===== src/rtl/mux4_arbiter_if.sv =====
// Handshake bundle between the four datapath sources, the shared consumer
// and the round-robin arbiter that steers the 4:1 mux.
interface mux4_arbiter_if;
  logic [3:0] req;
  logic [3:0] last;
  logic       out_ready;
  logic [3:0] grant;
  logic [1:0] select;
  logic       out_valid;
  logic       busy;

  modport master (
    output req, last, out_ready,
    input  grant, select, out_valid, busy
  );

  modport slave (
    input  req, last, out_ready,
    output grant, select, out_valid, busy
  );
endinterface


===== src/rtl/mux4_arbiter.sv =====
// Round-robin arbiter for a shared 4:1 datapath: one grant at a time, bounded
// bursts, valid/ready downstream and zero-gap handover between requesters.
module mux4_arbiter #(
  parameter int MAX_BEATS = 4
) (
  input  logic           clk,
  input  logic           rst_n,
  mux4_arbiter_if.slave  bus
);
  typedef enum logic {IDLE, GRANT} state_t;

  localparam logic [7:0] LAST_CNT = 8'(MAX_BEATS - 1);

  state_t     state_q;
  logic [3:0] grant_q;
  logic [1:0] select_q;
  logic [1:0] ptr_q;
  logic       busy_q;
  logic [7:0] cnt_q;

  logic [1:0] arb_base;
  logic [1:0] cand;
  logic [1:0] winner;
  logic       any_req;
  logic       xfer;
  logic       release_now;

  assign bus.grant     = grant_q;
  assign bus.select    = select_q;
  assign bus.busy      = busy_q;
  assign bus.out_valid = busy_q & bus.req[select_q];

  assign xfer        = bus.out_valid & bus.out_ready;
  assign release_now = (xfer & (bus.last[select_q] | (cnt_q == LAST_CNT)))
                     | ~bus.req[select_q];
  assign any_req     = |bus.req;

  // While granted, the current owner becomes the lowest priority on release,
  // so arbitration starts from select rather than the stale ptr.
  assign arb_base = (state_q == GRANT) ? select_q : ptr_q;

  always_comb begin
    winner = arb_base;
    cand   = arb_base;
    for (int k = 4; k >= 1; k--) begin
      cand = arb_base + 2'(k);
      if (bus.req[cand]) begin
        winner = cand;
      end
    end
  end

  always_ff @(posedge clk or negedge rst_n) begin
    if (!rst_n) begin
      state_q  <= IDLE;
      grant_q  <= 4'b0000;
      select_q <= 2'b00;
      ptr_q    <= 2'b11;
      busy_q   <= 1'b0;
      cnt_q    <= 8'd0;
    end else begin
      case (state_q)
        IDLE: begin
          if (any_req) begin
            state_q  <= GRANT;
            grant_q  <= 4'b0001 << winner;
            select_q <= winner;
            busy_q   <= 1'b1;
            cnt_q    <= 8'd0;
          end
        end
        GRANT: begin
          if (release_now) begin
            ptr_q <= select_q;
            if (any_req) begin
              grant_q  <= 4'b0001 << winner;
              select_q <= winner;
              cnt_q    <= 8'd0;
            end else begin
              state_q <= IDLE;
              grant_q <= 4'b0000;
              busy_q  <= 1'b0;
            end
          end else if (xfer) begin
            cnt_q <= cnt_q + 8'd1;
          end
        end
        default: state_q <= IDLE;
      endcase
    end
  end
endmodule


===== src/flat_wrapper.sv =====
// flat-port wrapper written by rule: the top's interface ports become plain ports
module mux4_arbiter_flat 
#(
  parameter int MAX_BEATS = 4
)
  (clk, rst_n, bus_req, bus_last, bus_out_ready, bus_grant, bus_select, bus_out_valid, bus_busy);
  mux4_arbiter_if bus_i ();
  input  logic clk;
  input  logic rst_n;
  input wire logic [$bits(bus_i.req)-1:0] bus_req;
  input wire logic [$bits(bus_i.last)-1:0] bus_last;
  input wire logic [$bits(bus_i.out_ready)-1:0] bus_out_ready;
  output wire logic [$bits(bus_i.grant)-1:0] bus_grant;
  output wire logic [$bits(bus_i.select)-1:0] bus_select;
  output wire logic [$bits(bus_i.out_valid)-1:0] bus_out_valid;
  output wire logic [$bits(bus_i.busy)-1:0] bus_busy;
  assign bus_i.req = bus_req;
  assign bus_i.last = bus_last;
  assign bus_i.out_ready = bus_out_ready;
  assign bus_grant = bus_i.grant;
  assign bus_select = bus_i.select;
  assign bus_out_valid = bus_i.out_valid;
  assign bus_busy = bus_i.busy;
  mux4_arbiter #(.MAX_BEATS(MAX_BEATS)) u_core (.clk(clk), .rst_n(rst_n), .bus(bus_i));
endmodule

===== config.mk =====
export PLATFORM = sky130hd
export DESIGN_NAME = mux4_arbiter_flat
export DESIGN_NICKNAME = d
export VERILOG_FILES = /design/src/rtl/mux4_arbiter_if.sv /design/src/rtl/mux4_arbiter.sv /design/src/flat_wrapper.sv
export SDC_FILE = /design/constraint.sdc
export NUM_CORES = 1
export LEC_CHECK = 0
export CAP_MARGIN = 30
export CELL_PAD_IN_SITES_DETAIL_PLACEMENT = 0
export CELL_PAD_IN_SITES_GLOBAL_PLACEMENT = 2
export CORE_MARGIN = 2
export CORE_UTILIZATION = 32
export CTS_CLUSTER_SIZE = 12
export DETAILED_ROUTE_END_ITERATION = 6
export PLACE_DENSITY = 0.83
export SLEW_MARGIN = 30
export SYNTH_ARGS = -nofsm -noshare
export SYNTH_HDL_FRONTEND = slang
export SYNTH_SLANG_ARGS = --single-unit

===== constraint.sdc =====
create_clock -name clk -period 2.6 [get_ports clk]
set_input_delay 0.26 -clock clk [delete_from_list [all_inputs] [get_ports clk]]
set_output_delay 0.26 -clock clk [all_outputs]
set_load 0.05 [all_outputs]

* Yosys cells after proc, flatten, opt, wreduce, memory -nomap -nowiden *
Cells that the tools add are included.
Widths: inputs -> output; s select.

word-level totals
  word-level logic and storage cells = 63
  bits in registers = 18
  output and inout bits = 8
  input bits = 11

operators by class
  add/subtract/negate cells = 4
  shifts and indexed selects = 1
  reduce and logical (&&, ||, !) cells = 4
  multiplexer cells = 32
  equality and inequality tests = 5
  $lt $le $gt $ge = 4
  bitwise logic cells = 7

operator list
  operator             number
  $mux 8               3
  $pmux 8 s2           1
  $lt 2x3->1 const B   4
  $mux 2               6
  $mux 4               3
  $bmux 1 s2           5
  $mux 1               10
  $add 8x1->8 const B  1
  $eq 8x2->1 const B   1
  $pmux 4 s2           1
  $add 2x2->2 const B  2
  $ne 2x2->1 const B   2
  $pmux 1 s2           2
  $pmux 2 s2           1
  $reduce_and 2->1     2
  $reduce_or 4->1      1
  $shl 1x2->4 const A  1
  $and 1x1->1          3
  $ne 3x3->1 const B   1
  $reduce_and 3->1     1
  $add 2x1->2 const B  1
  $ne 2x1->1 const B   1
  $not 1->1            2
  $or 1x1->1           2

* Depth between registers and ports, before layout *
Gate-level depths: netlist of the first run.

  depth in word-level cells = 11
  gate-level depth with buffers = 6

* Least setup slack after synthesis of the first run *
Ideal clock, no wire load.

  path type = reg2reg
  start point = register u_core.select_q[1] (netlist: u_core.bus.select[1])
  end point = register u_core.select_q[0] (netlist: u_core.bus.select[0])
  arrival time = 2.102 ns
  cell stages (with the launch flop) = 6
  setup time = 0.125 ns
  clock period less this slack = 2.227 ns
  path slack = 0.373 ns
  cells stage by stage = dfrtp_1 buf_2 mux4_2 o31a_1 a22o_4 mux2_4

between the ends
  word-level cells in the longest chain between the ends = 10

ends and longest elaborated chain
  item                          line                                    text
  start, declared               mux4_arbiter.sv:16                      logic [1:0] select_q;
  start signal, assigned        mux4_arbiter.sv:67                      select_q <= winner;
  start signal, assigned        mux4_arbiter.sv:77                      select_q <= winner;
  $mux 2                        mux4_arbiter.sv:40                      assign arb_base = (state_q == GRANT) ? select_q : ptr_q;
  $add 2x2->2                   mux4_arbiter.sv:46                      cand = arb_base + 2'(k);
  $bmux 1 s2                    mux4_arbiter.sv:47                      if (bus.req[cand]) begin
  $mux 1 (not written as such)  mux4_arbiter.sv:47
  $mux 2 (3 in a row)           mux4_arbiter.sv:47
  $mux 2                        mux4_arbiter.sv:64, mux4_arbiter.sv:75
  $mux 2                        mux4_arbiter.sv:73                      if (release_now) begin
  $pmux 2 s2                    mux4_arbiter.sv:62                      case (state_q)

Several ways; a longest one is shown, not always the timed one. The select of a mux whose other input is x is not followed.
A chain may end at the register's enable or synchronous reset.

* Final worst setup path of the first run *
  start point = register u_core.cnt_q[0]
  end point = register u_core.select_q[0] (netlist: u_core.bus.select[0])

between the ends
  word-level cells in the longest chain between the ends = 5

ends and longest elaborated chain
  item                         line                text
  start, declared              mux4_arbiter.sv:19  logic [7:0] cnt_q;
  start signal, assigned       mux4_arbiter.sv:85  cnt_q <= cnt_q + 8'd1;
  $eq 8x2->1                   mux4_arbiter.sv:34  assign release_now = (xfer & (bus.last[select_q] | (cnt_q == LAST_CNT)))
  $or 1x1->1                   mux4_arbiter.sv:34
  $and 1x1->1                  mux4_arbiter.sv:34
  $or 1x1->1                   mux4_arbiter.sv:35  | ~bus.req[select_q];
  $ne 2x2->1 (no source line)  n/a

No other way between the ends.

==> out/results.ini, run 1 <==
[outcome]
status = completed

[global_routing]
antenna_found_initial = 0
grtUsageMet3 = 0.0211
grtUsageTotal = 0.149
overflow = 0
use_met1 = 0.207
grt_max_degree = 19
grt_pass1_vias = 1026
busiest_layer = met2
grtUsageMet2 = 0.233
grt_pass1_wl_um = 4820

[timing]
slew_violations = 0
max_clock_freq_mhz = 436
tns_ps = 0
hold_viol = 0
skew_ps = 11.2
rsz0062_at_grt = no
min_period_over_period = 0.883
setup_viol = 0
tightestPinTransition_ps = 809
slew_headroom = 0.459
fin_crit_ps = 2300

[setup_path]
end_kind = flop
required_ps = 2780
critPathKind = reg2reg
slowest_stage = o31a_1
arrival_ps = 2470
crit_chain = ha_1 -> or4b_1 -> o31a_1 -> a22o_4 -> mux2_4
critPathLaunchType = flop
slowest_delay_ps = 470
path_max_fanout = 14

[final_layout]
mostFrequentLayoutCell = clkdlybuf4s50_1
mostFrequentLayoutCells = clkdlybuf4s50_1 (17), dfrtp_1 (16), nand2_1 (9)
diodes = 0
fin_nets = 148
multi_input_area_um2 = 637
ff_latch_area_um2 = 453
drive_gt1_frac = 0.133
area_growth_pct = 21.6
fill_cells = 328

[run]
cap_violations = 0

[drt]
routed_wl_um = 2690
avgRoutedWirePerCell_um = 14.8
first_pass_iters = 4
first_iter_violations = 67
vias = 979
drtAntennaViolNets = 0
drc = 0
vias_per_cell = 5.41

[synth]
ys.flop_type = dfrtp_1
netlist_top_cells_area = dfrtp_1 (35%), dfstp_2 (4.6%), mux2i_1 (4.4%)
yosysWarnings = 0
synth.top_cell.area_share = 0.349
synth_nets = 128
synthCells = 116
syn_area_per_cell_um2 = 9.90
synthArstFlopShare = 1.00
synth_area_um2 = 1150
yosysTopAreaCell = dfrtp_1
synth_cell_types = 43
synth_edf_count = 0
synth_seq_area_share = 0.394
synth-seq-cells = 18

[die]
start_util = 0.339
num_rows = 21
die_x_um = 63.9
core_area_um2 = 3390
die_y_um = 63.9
ios = 19
fp.dieArea_um2 = 4080

[clock_network]
clk_transition_reported_paths_ps = 110
clk_path_buf_depth = 2
cts_made_buffers = 3
post_cts_buffers = 0
cts-root-buf = clkbuf_4
clk_latency_ps = 290
cts_hold_buf = 0
cts_resized = 0
cts_tree = built
cts.sinks = 18
htree_levels = 1

[pwr]
clkPwrFrac = 0.103
p_sw_frac = 0.451
pwr_density_cell_nw_per_um2 = 1020
p_leak_nw = 0.564
comb_power_share = 0.599
ir_drop_v = 0.000593
p_int_mw = 0.780
power.total_mw = 1.42
seq_power_share = 0.298
p_sw_mw = 0.642

[min_path]
hold_class = in2async

[placed_design]
hpwl_um = 2040
portBuffers = 18
gp_congestion = 0.754

## metrics by stage
step,hold WS [ps],utilization,setup slack (ps),cells,area (um2)
after global routing,485,0.412,191,181,1400
final,423,0.412,305,181,1400
after floorplan,-35.6,-,373,116,1150
after CTS,471,0.412,315,181,1400
after global placement,517,0.404,320,177,1370
after detailed placement,523,0.404,276,177,1370
## power by group through the flow
stage	Sequential [mW]	Clock, mW	Combinational [mW]
floorplan	0.553	0	0.503
global placement	0.426	0	0.839
detailed placement	0.429	0	0.851
CTS	0.424	0.155	0.854
global route	0.438	0.164	0.924
finish	0.424	0.147	0.852
## cells in the mapped netlist (all sizes together), types with 3 or more instances
| master | instances |
|---|---|
| buf | 3 |
| nand3 | 7 |
| a21oi | 5 |
| nand3b | 3 |
| dfrtp | 16 |
| nand2 | 9 |
| mux2 | 4 |
| o21ai | 6 |
| a31oi | 4 |
| nor2 | 7 |
| o32ai | 4 |
| mux2i | 5 |
| inv | 8 |
## state kept, by name, summed over array words and instances, names as in the netlist
name and flops:
u_core.bus.select 2, u_core.state_q 1, u_core.bus.busy 1, u_core.bus.grant 4, u_core.cnt_q 8, u_core.ptr_q 2
## path summary, 6_finish.rpt
| kind | cells after the start | start | to | slack, ps |
|---|---|---|---|---|
| setup / recovery | 5 | u_core.cnt_q[0] | u_core.bus.select[0] | 300 |
| hold / removal | 1 | rst_n | u_core.cnt_q[0] | 420 |
| setup reg to reg | 5 | u_core.cnt_q[0] | u_core.bus.select[0] | 300 |
| hold reg to reg | 2 | u_core.bus.grant[0] | u_core.bus.grant[0] | 530 |
| max in group asynchronous | 1 | rst_n | u_core.bus.grant[1] | 1670 |
| min in group clk | 2 | u_core.bus.grant[0] | u_core.bus.grant[0] | 530 |
## area by class of cell
cell class | instances | area share
Timing Repair Buffer | 20 | 0.138
Clock buffer | 4 | 0.0188
Inverter | 8 | 0.0215
Tap cell | 46 | 0.0412
Sequential cell | 18 | 0.324
Multi-Input combinational cell | 85 | 0.456
## layer usage
layer  up-vias  routed length [um]
li1        486                   -
met4         0                  27
met1       470                1390
met5         -                   0
met2        21                1180
met3         2                  86
## worst max-delay path, delay by kind of cell, from the launching register on
kind            cells  cell delay (ps)
compound gates      2              790
simple gates        1              460
flops               1              420
mux                 1              290
fa+ha+maj           1              220
## logic make-up (layout without fill, tap and decap cells)
kind of cell / after synthesis / in the layout / synth area share
and+or+nand+nor: 37 / 37 / 0.174
AOI/OAI and AO/OA: 36 / 36 / 0.241
DFF: 18 / 18 / 0.394
buffers and inverters: 13 / 32 / 0.0512
muxes: 11 / 11 / 0.129
adders and majority gates: 1 / 1 / 0.0109
(Power assumes the default switching activity.)
==> inputs of run 2 (changes only) <==
--- a/config.mk
+++ b/config.mk
@@ -13,7 +13,7 @@
 export CTS_CLUSTER_SIZE = 12
 export DETAILED_ROUTE_END_ITERATION = 6
 export PLACE_DENSITY = 0.83
-export SLEW_MARGIN = 30
+export SLEW_MARGIN = 0
 export SYNTH_ARGS = -nofsm -noshare
 export SYNTH_HDL_FRONTEND = slang
 export SYNTH_SLANG_ARGS = --single-unit
==> results of run 2 <==
Same layout as run 1: the final DEF is identical, and so are final timing and power.
